**config.mk**
```make
export PLATFORM = sky130hd
export DESIGN_NAME = spi_wb_sequencer
export DESIGN_NICKNAME = d
export VERILOG_FILES = /design/src/rtl/spi_wb_sequencer.sv
export SDC_FILE = /design/constraint.sdc
export NUM_CORES = 1
export LEC_CHECK = 0
export ABC_AREA = 1
export CORE_MARGIN = 4
export CORE_UTILIZATION = 53
export CTS_BUF_LIST = sky130_fd_sc_hd__clkbuf_8
export CTS_CLUSTER_DIAMETER = 50
export DETAILED_ROUTE_END_ITERATION = 6
export PLACE_DENSITY = 0.78
export SLEW_MARGIN = 10
export SYNTH_ARGS = -nofsm -noshare
export SYNTH_HDL_FRONTEND = slang
export SYNTH_SLANG_ARGS = --single-unit
```
**constraint.sdc**
```tcl
create_clock -name wb_clk_i -period 1.85 [get_ports wb_clk_i]
set_input_delay 0.37 -clock wb_clk_i [delete_from_list [all_inputs] [get_ports wb_clk_i]]
set_output_delay 0.37 -clock wb_clk_i [all_outputs]
set_load 0.1 [all_outputs]
```
**src/rtl/spi_wb_sequencer.sv**
```systemverilog
// Wishbone master that initialises a simple_spi_top core and then runs one
// write-SPDR / poll-SPSR / read-SPDR sequence per byte taken from a tx stream.
module spi_wb_sequencer #(
    parameter logic [7:0]  SPCR_INIT  = 8'h50,
    parameter logic [7:0]  SPER_INIT  = 8'h00,
    parameter logic [15:0] POLL_LIMIT = 16'd1023
) (
    input  logic       wb_clk_i,
    input  logic       wb_rst_i,
    input  logic [7:0] tx_data_i,
    input  logic       tx_valid_i,
    output logic       tx_ready_o,
    output logic [7:0] rx_data_o,
    output logic       rx_valid_o,
    input  logic       rx_ready_i,
    output logic [7:0] wb_adr_o,
    output logic [7:0] wb_dat_o,
    input  logic [7:0] wb_dat_i,
    output logic       wb_we_o,
    output logic       wb_cyc_o,
    output logic       wb_stb_o,
    input  logic       wb_ack_i,
    output logic       init_done_o,
    output logic       busy_o,
    output logic       timeout_o
);

    localparam logic [7:0] ADR_SPCR = 8'd0;
    localparam logic [7:0] ADR_SPSR = 8'd1;
    localparam logic [7:0] ADR_SPDR = 8'd2;
    localparam logic [7:0] ADR_SPER = 8'd3;

    typedef enum logic [2:0] {
        INIT_SPER,
        INIT_SPCR,
        IDLE,
        WR_DAT,
        POLL_SR,
        RD_DAT,
        HOLD_RX,
        TIMEOUT
    } state_e;

    state_e      state_q, state_d;
    logic        cyc_q, cyc_d;
    logic [7:0]  adr_q, adr_d;
    logic [7:0]  dat_q, dat_d;
    logic        we_q, we_d;
    logic [7:0]  tx_byte_q, tx_byte_d;
    logic [7:0]  rx_data_q, rx_data_d;
    logic        rx_valid_q, rx_valid_d;
    logic        tx_ready_q, tx_ready_d;
    logic        init_done_q, init_done_d;
    logic        busy_q, busy_d;
    logic        timeout_q, timeout_d;
    logic [15:0] poll_cnt_q, poll_cnt_d;

    // Per-state access request; the shared logic below turns it into a bus cycle.
    logic        acc_req;
    logic        acc_done;
    logic [7:0]  acc_adr;
    logic [7:0]  acc_dat;
    logic        acc_we;

    always_comb begin
        state_d     = state_q;
        cyc_d       = cyc_q;
        adr_d       = adr_q;
        dat_d       = dat_q;
        we_d        = we_q;
        tx_byte_d   = tx_byte_q;
        rx_data_d   = rx_data_q;
        rx_valid_d  = rx_valid_q;
        tx_ready_d  = tx_ready_q;
        init_done_d = init_done_q;
        poll_cnt_d  = poll_cnt_q;
        timeout_d   = 1'b0;
        acc_req     = 1'b0;
        acc_adr     = 8'd0;
        acc_dat     = 8'd0;
        acc_we      = 1'b0;
        acc_done    = cyc_q & wb_ack_i;

        case (state_q)
            INIT_SPER: begin
                acc_req = 1'b1;
                acc_adr = ADR_SPER;
                acc_dat = SPER_INIT;
                acc_we  = 1'b1;
                if (acc_done) state_d = INIT_SPCR;
            end
            INIT_SPCR: begin
                acc_req = 1'b1;
                acc_adr = ADR_SPCR;
                acc_dat = SPCR_INIT;
                acc_we  = 1'b1;
                if (acc_done) begin
                    init_done_d = 1'b1;
                    tx_ready_d  = 1'b1;
                    state_d     = IDLE;
                end
            end
            IDLE: begin
                if (tx_valid_i && tx_ready_q) begin
                    tx_byte_d  = tx_data_i;
                    tx_ready_d = 1'b0;
                    state_d    = WR_DAT;
                end
            end
            WR_DAT: begin
                acc_req = 1'b1;
                acc_adr = ADR_SPDR;
                acc_dat = tx_byte_q;
                acc_we  = 1'b1;
                if (acc_done) begin
                    poll_cnt_d = POLL_LIMIT;
                    state_d    = POLL_SR;
                end
            end
            POLL_SR: begin
                acc_req = 1'b1;
                acc_adr = ADR_SPSR;
                // Bit 0 of SPSR is RFEMPTY; staying in this state re-issues the read.
                if (acc_done) begin
                    if (!wb_dat_i[0]) begin
                        state_d = RD_DAT;
                    end else begin
                        poll_cnt_d = poll_cnt_q - 16'd1;
                        if (poll_cnt_q == 16'd1) begin
                            timeout_d = 1'b1;
                            state_d   = TIMEOUT;
                        end
                    end
                end
            end
            RD_DAT: begin
                acc_req = 1'b1;
                acc_adr = ADR_SPDR;
                if (acc_done) begin
                    rx_data_d  = wb_dat_i;
                    rx_valid_d = 1'b1;
                    state_d    = HOLD_RX;
                end
            end
            HOLD_RX: begin
                if (rx_valid_q && rx_ready_i) begin
                    rx_valid_d = 1'b0;
                    tx_ready_d = 1'b1;
                    state_d    = IDLE;
                end
            end
            TIMEOUT: begin
                tx_ready_d = 1'b1;
                state_d    = IDLE;
            end
            default: state_d = INIT_SPER;
        endcase

        // Ack ends the access; the following cycle is always idle on the bus.
        if (acc_done) begin
            cyc_d = 1'b0;
            adr_d = 8'd0;
            dat_d = 8'd0;
            we_d  = 1'b0;
        end else if (acc_req && !cyc_q) begin
            cyc_d = 1'b1;
            adr_d = acc_adr;
            dat_d = acc_dat;
            we_d  = acc_we;
        end

        busy_d = (state_d != IDLE);
    end

    always_ff @(posedge wb_clk_i or posedge wb_rst_i) begin
        if (wb_rst_i) begin
            state_q     <= INIT_SPER;
            cyc_q       <= 1'b0;
            adr_q       <= 8'd0;
            dat_q       <= 8'd0;
            we_q        <= 1'b0;
            tx_byte_q   <= 8'd0;
            rx_data_q   <= 8'd0;
            rx_valid_q  <= 1'b0;
            tx_ready_q  <= 1'b0;
            init_done_q <= 1'b0;
            busy_q      <= 1'b0;
            timeout_q   <= 1'b0;
            poll_cnt_q  <= 16'd0;
        end else begin
            state_q     <= state_d;
            cyc_q       <= cyc_d;
            adr_q       <= adr_d;
            dat_q       <= dat_d;
            we_q        <= we_d;
            tx_byte_q   <= tx_byte_d;
            rx_data_q   <= rx_data_d;
            rx_valid_q  <= rx_valid_d;
            tx_ready_q  <= tx_ready_d;
            init_done_q <= init_done_d;
            busy_q      <= busy_d;
            timeout_q   <= timeout_d;
            poll_cnt_q  <= poll_cnt_d;
        end
    end

    assign tx_ready_o  = tx_ready_q;
    assign rx_data_o   = rx_data_q;
    assign rx_valid_o  = rx_valid_q;
    assign wb_adr_o    = adr_q;
    assign wb_dat_o    = dat_q;
    assign wb_we_o     = we_q;
    assign wb_cyc_o    = cyc_q;
    assign wb_stb_o    = cyc_q;
    assign init_done_o = init_done_q;
    assign busy_o      = busy_q;
    assign timeout_o   = timeout_q;

endmodule

```
; After elaboration in Yosys (flattened, before gate mapping)
; Index checks and enable logic that the tools add are counted.
; W data, S select, Z words.
[classes]
n_addsub = 1
n_eq_ne = 16
n_mux = 36
bitwise = 1
n_reduce_logical = 18
[op_table]
columns = cell, n
row1 = $mux W16, 3
row2 = $mux W8, 4
row3 = $pmux W16 S2, 1
row4 = $mux W3, 9
row5 = $pmux W3 S8, 1
row6 = $eq A16 B1 Y1 const B, 1
row7 = $pmux W8 S2, 1
row8 = $sub A16 B1 Y16 const B, 1
row9 = $mux W1, 14
row10 = $ne A2 B2 Y1 const B, 7
row11 = $eq A3 B3 Y1 const B, 4
row12 = $reduce_and A4 Y1, 2
row13 = $eq A3 B2 Y1 const B, 2
row14 = $pmux W2 S3, 1
row15 = $reduce_and A2 Y1, 3
row16 = $reduce_bool A2 Y1, 3
row17 = $reduce_or A5 Y1, 1
row18 = $pmux W1 S4, 1
row19 = $reduce_bool A4 Y1, 1
row20 = $eq A3 B1 Y1 const B, 1
row21 = $logic_and A1 B1 Y1, 3
row22 = $logic_not A3 Y1, 1
row23 = $ne A3 B2 Y1 const B, 1
row24 = $reduce_and A3 Y1, 1
row25 = other kinds (5), 5
[totals]
ff_bits = 58
inputBits = 21
out_inout_bits = 32
word_cells = 85

; Longest topological paths before layout
[depth]
depth_word = 6
depth_mapped = 12
mapped_depth_nobuf = 12

; Worst setup path before layout
; Ideal clock, no wire load.
[synth_path]
path_type = flip-flop to flip-flop
start = register cyc_q, in the netlist wb_cyc_o
end = register poll_cnt_q[10]
setup_ps = 119
arrival_time_ps = 1959
slack_ps = -228
path_stages_with_launch = 8
path_buffers = 0
synth_period_minus_slack_ps = 2078
cell_sequence = dfrtp_1 > nand2_2 > inv_2 > nand3_4 > nor2_2 > nand3_1 > nand2_1 > nor2_1
[synth_between]
elab_chain_cells = 3
word_cells_on_any_way = 4
classes_between = 2 x eq/ne / 1 x bitwise / 1 x reduce/logical
[synth_rtl]
columns = item, line
row1 = start: declaration, 45  ; logic cyc_q, cyc_d;
row2 = start signal: assignment, 192  ; cyc_q <= cyc_d;
row3 = $and A1 B1 Y1 *, 82  ; acc_done = cyc_q & wb_ack_i;
row4 = $ne A2 B2 Y1 (no line), --
row5 = $reduce_and A4 Y1 (no line) *, --
row6 = end signal: assignment, 203  ; poll_cnt_q <= poll_cnt_d;
row7 = end: declaration, 56  ; logic [15:0] poll_cnt_q, poll_cnt_d;
; Every way passes the cells marked *; elsewhere a longest branch is shown, timed or not.
; A chain may end at the register's enable or synchronous reset.

; Worst setup path in the final report
[layout_path]
start = register state_q[0]
end = register tx_byte_q[3]
[layout_between]
elab_chain_cells = 2
[layout_rtl]
columns = item, line
row1 = start: declaration, 44  ; state_e state_q, state_d;
row2 = start signal: assignment, 191  ; state_q <= state_d;
row3 = $eq A3 B2 Y1, 84  ; case (state_q)
row4 = $reduce_and A2 Y1 (no line), --
row5 = end signal: assignment, 196  ; tx_byte_q <= tx_byte_d;
row6 = end: declaration, 49  ; logic [7:0] tx_byte_q, tx_byte_d;
; Every way passes these cells.

==> summary.md <==
| Metric | Value |
|---|---|
| Core area | `0.004786 mm2` |
| Post-DP Area | `roughly 0.0035 mm2` |
| Setup TNS | `0 ns` |
| Clock sinks | `52` |
| Syn Std Cell Area | `0.002653 mm2` |
| Post-Layout Inst Area | `between 0.003 and 0.004 mm2` |
| Filler instances | `around 330` |
| Postcts setup bufs | `0` |
| Global route overflow | `0` |
| Met3 wire length | `about 420 um` |
| Shortest clock period the worst path allows after layout | `between 1.5 and 2 ns` |
| Count of final hold-check violations | `0` |
| Max FO, Critical Path | `11` |
| DP Wirelength | `approximately 4600 um` |
| Final non-filler cell total | `440` |
| Pre-antenna DRT Iters | `5` |
| Wl on met1 | `between 2000 and 3000 um` |
| CP max stage delay | `between 0.4 and 0.5 ns` |
| Clk root buf | `clkbuf_8` |
| Crit end category | `flop` |
| YS warnings | `0` |
| DR top layer | `met4` |
| Final ANT Viol Nets | `0` |
| Die X | `roughly 79 um` |
| Setup crit start kind | `flop` |
| Vias per std cell | `5.370` |
| Layout Nets | `395` |
| Hold_buf cts | `0` |
| Ports | `53` |
| Arrival time at the worst endpoint | `roughly 1.8 ns` |
| Final WL | `just over 6000 um` |
| Syn_area_per_cell | `roughly 8.4 um2` |
| Wirelength per Cell | `around 14 um` |
| Setup Skew | `~0.0054 ns` |
| Die Area | `between 0.006 and 0.007 mm2` |
| Final setup vio count | `0` |
| EDFF count, synth | `0` |
| Number of antenna violations at the first check in global routing | `0` |
| Slew Limit Fails | `0` |
| Syn-to-layout area delta | `35.28%` |
| Max-Cap Viols | `0` |
| Initial Util | `0.5542` |
| WP data required | `approximately 2.1 ns` |
| Resized Gates After CTS | `0` |
| N_diodes | `0` |
| RSZ-0062 raised after global routing | `no` |
| Worst path slowest cell | `dfrtp_1` |
| Vias | `about 2,400` |
| Most used DFF post-synth | `dfrtp_1` |
| TritonCTS buffer count | `5` |
| Fmax | `635.0 MHz` |
| Number of global-route vias before repair | `approximately 2,200` |
| Input/output buffers | `46` |
| Crit-path cells | `inv_2 > nand2_1 > nor2_1 > nand3_2 > inv_1 > nand2_1 > o21ai_1` |
| Fin crit share | `0.8512` |
| Most frequent cells in the layout | `83 x nand2_1, 51 x dfrtp_1, 38 x nand3_1, 34 x nor2_1, 27 x buf_12` |
| Htree depth | `2` |
| Share of layout cells above drive strength 1 | `0.1957` |
| GRT Util Overall | `0.2060` |
| Commonest non-fill, non-tap cell in the layout | `nand2_1` |
| CTS Buffer Depth | `2` |
| Clock latency at the later pin of the worst-skew pair | `~0.31 ns` |
| Rows | `25` |
| Drt drc | `0` |
| Sequential cell area fraction in the yosys report | `0.4906` |
| Worst-path clk slew | `0.09 ns` |
| CP dominant cell by count | `nand2_1` |
| Asr flop ratio synth | `1.000` |
| Pin count of the biggest net entering global routing | `26` |
| CTS tree | `built` |
| Number of synthesized register bits | `52` |
| Die height | `78.75 um` |
| Worst Hold Class | `primary input to asynchronous set/reset pin` |
| Initial drt markers | `between 200 and 300` |
| Met2 WL | `3001 um` |
| GPL Wtd Cong | `0.8668` |
| Status | `completed` |
| Gate Count Post-Synth | `approximately 320` |
| Wire length of the first global-routing pass | `10,160 um` |
| Library cells used by synthesis | `31` |
| Critical path class | `flop to flop` |
| Placed cells | `approximately 430` |
## layer usage
metal | up-vias | GRT usage
met1 | 1131 | 0.2657
li1 | 1129 | -
met2 | 89 | 0.3472
met5 | - | 0
met3 | 14 | 0.04195
met4 | 0 | 0.06818
## final cells by class
| type | count | area, um2 | share of cell area |
|---|---|---|---|
| flip-flops and latches | 52 | 1303 | 0.3630 |
| multi-input cells | 224 | 1144 | 0.3187 |
| repair buffers | 56 | 808.3 | 0.2252 |
| inverters | 33 | 123.9 | 0.03452 |
| clock buffers | 7 | 96.34 | 0.02685 |
| well taps | 67 | 83.83 | 0.02336 |
| clock inverters | 1 | 30.03 | 0.008368 |
## critical path: cells and delay by family (launching register included)
kind / cells / cell delay [ns]
AOI/OAI and AO/OA: 1 / 0.08
buffers and inverters: 2 / 0.45
DFF: 1 / 0.48
and+or+nand+nor: 4 / 0.49
## cells in the mapped netlist, types with 3 or more instances
cell type  count  share of area
buf_4          8          0.023
inv_1         27          0.038
nand3b_1       3         0.0085
nor2_1        34          0.048
nand4_1        5          0.012
mux2_2         7          0.030
nand3_1       38          0.072
o21ai_0       14          0.026
nand2_1       83           0.12
a31oi_1        4         0.0094
o21ai_1        3         0.0057
a21oi_1        7          0.013
nand2_4        3          0.013
dfrtp_1       52           0.49
buf_6          3          0.013
inv_2          6         0.0085
## per-stage QoR
stage | hold WS [ns] | utilization | setup slack [ns]
2_1_floorplan | 0.4494 | - | 0.1089
3_3_place_gp | 0.4826 | 0.7234 | 0.05919
3_5_place_dp | 0.4842 | 0.7234 | 0.02787
4_1_cts | 0.3832 | 0.7498 | 0.2571
5_1_grt | 0.4077 | 0.7498 | 0.1048
6_report | 0.3701 | 0.7498 | 0.2752
## final timing paths
check / start / endpoint / slack [ns] / cells past startpoint
worst max-delay path: state_q[0] / tx_byte_q[3] / 0.28 / 7
max in group asynchronous: wb_rst_i / poll_cnt_q[4] / 0.97 / 3
worst min register to register: tx_byte_q[7] / tx_byte_q[7] / 0.50 / 2
min in group wb_clk_i: tx_byte_q[7] / tx_byte_q[7] / 0.50 / 2
worst max register to register: state_q[0] / tx_byte_q[3] / 0.28 / 7
worst min-delay path: wb_rst_i / wb_cyc_o / 0.37 / 2
## kinds of logic after synthesis
kind of cell	synth area share
buf+inv	0.08537
simple gates	0.3231
flops	0.4906
other cells	0.001414
compound gates	0.06038
mux	0.02972
fa+ha+maj	0.009432
## sequential cells by signal, indices dropped and copies added (netlist names)
signal,count
poll_cnt_q,16
busy_o,1
rx_valid_o,1
tx_byte_q,8
wb_dat_o,8
rx_data_o,8
init_done_o,1
wb_cyc_o,1
timeout_o,1
state_q,3
wb_adr_o,2
tx_ready_o,1
wb_we_o,1
Power is not shown: default switching activity piles up to over one toggle a cycle in this logic, so the estimate is an artifact.
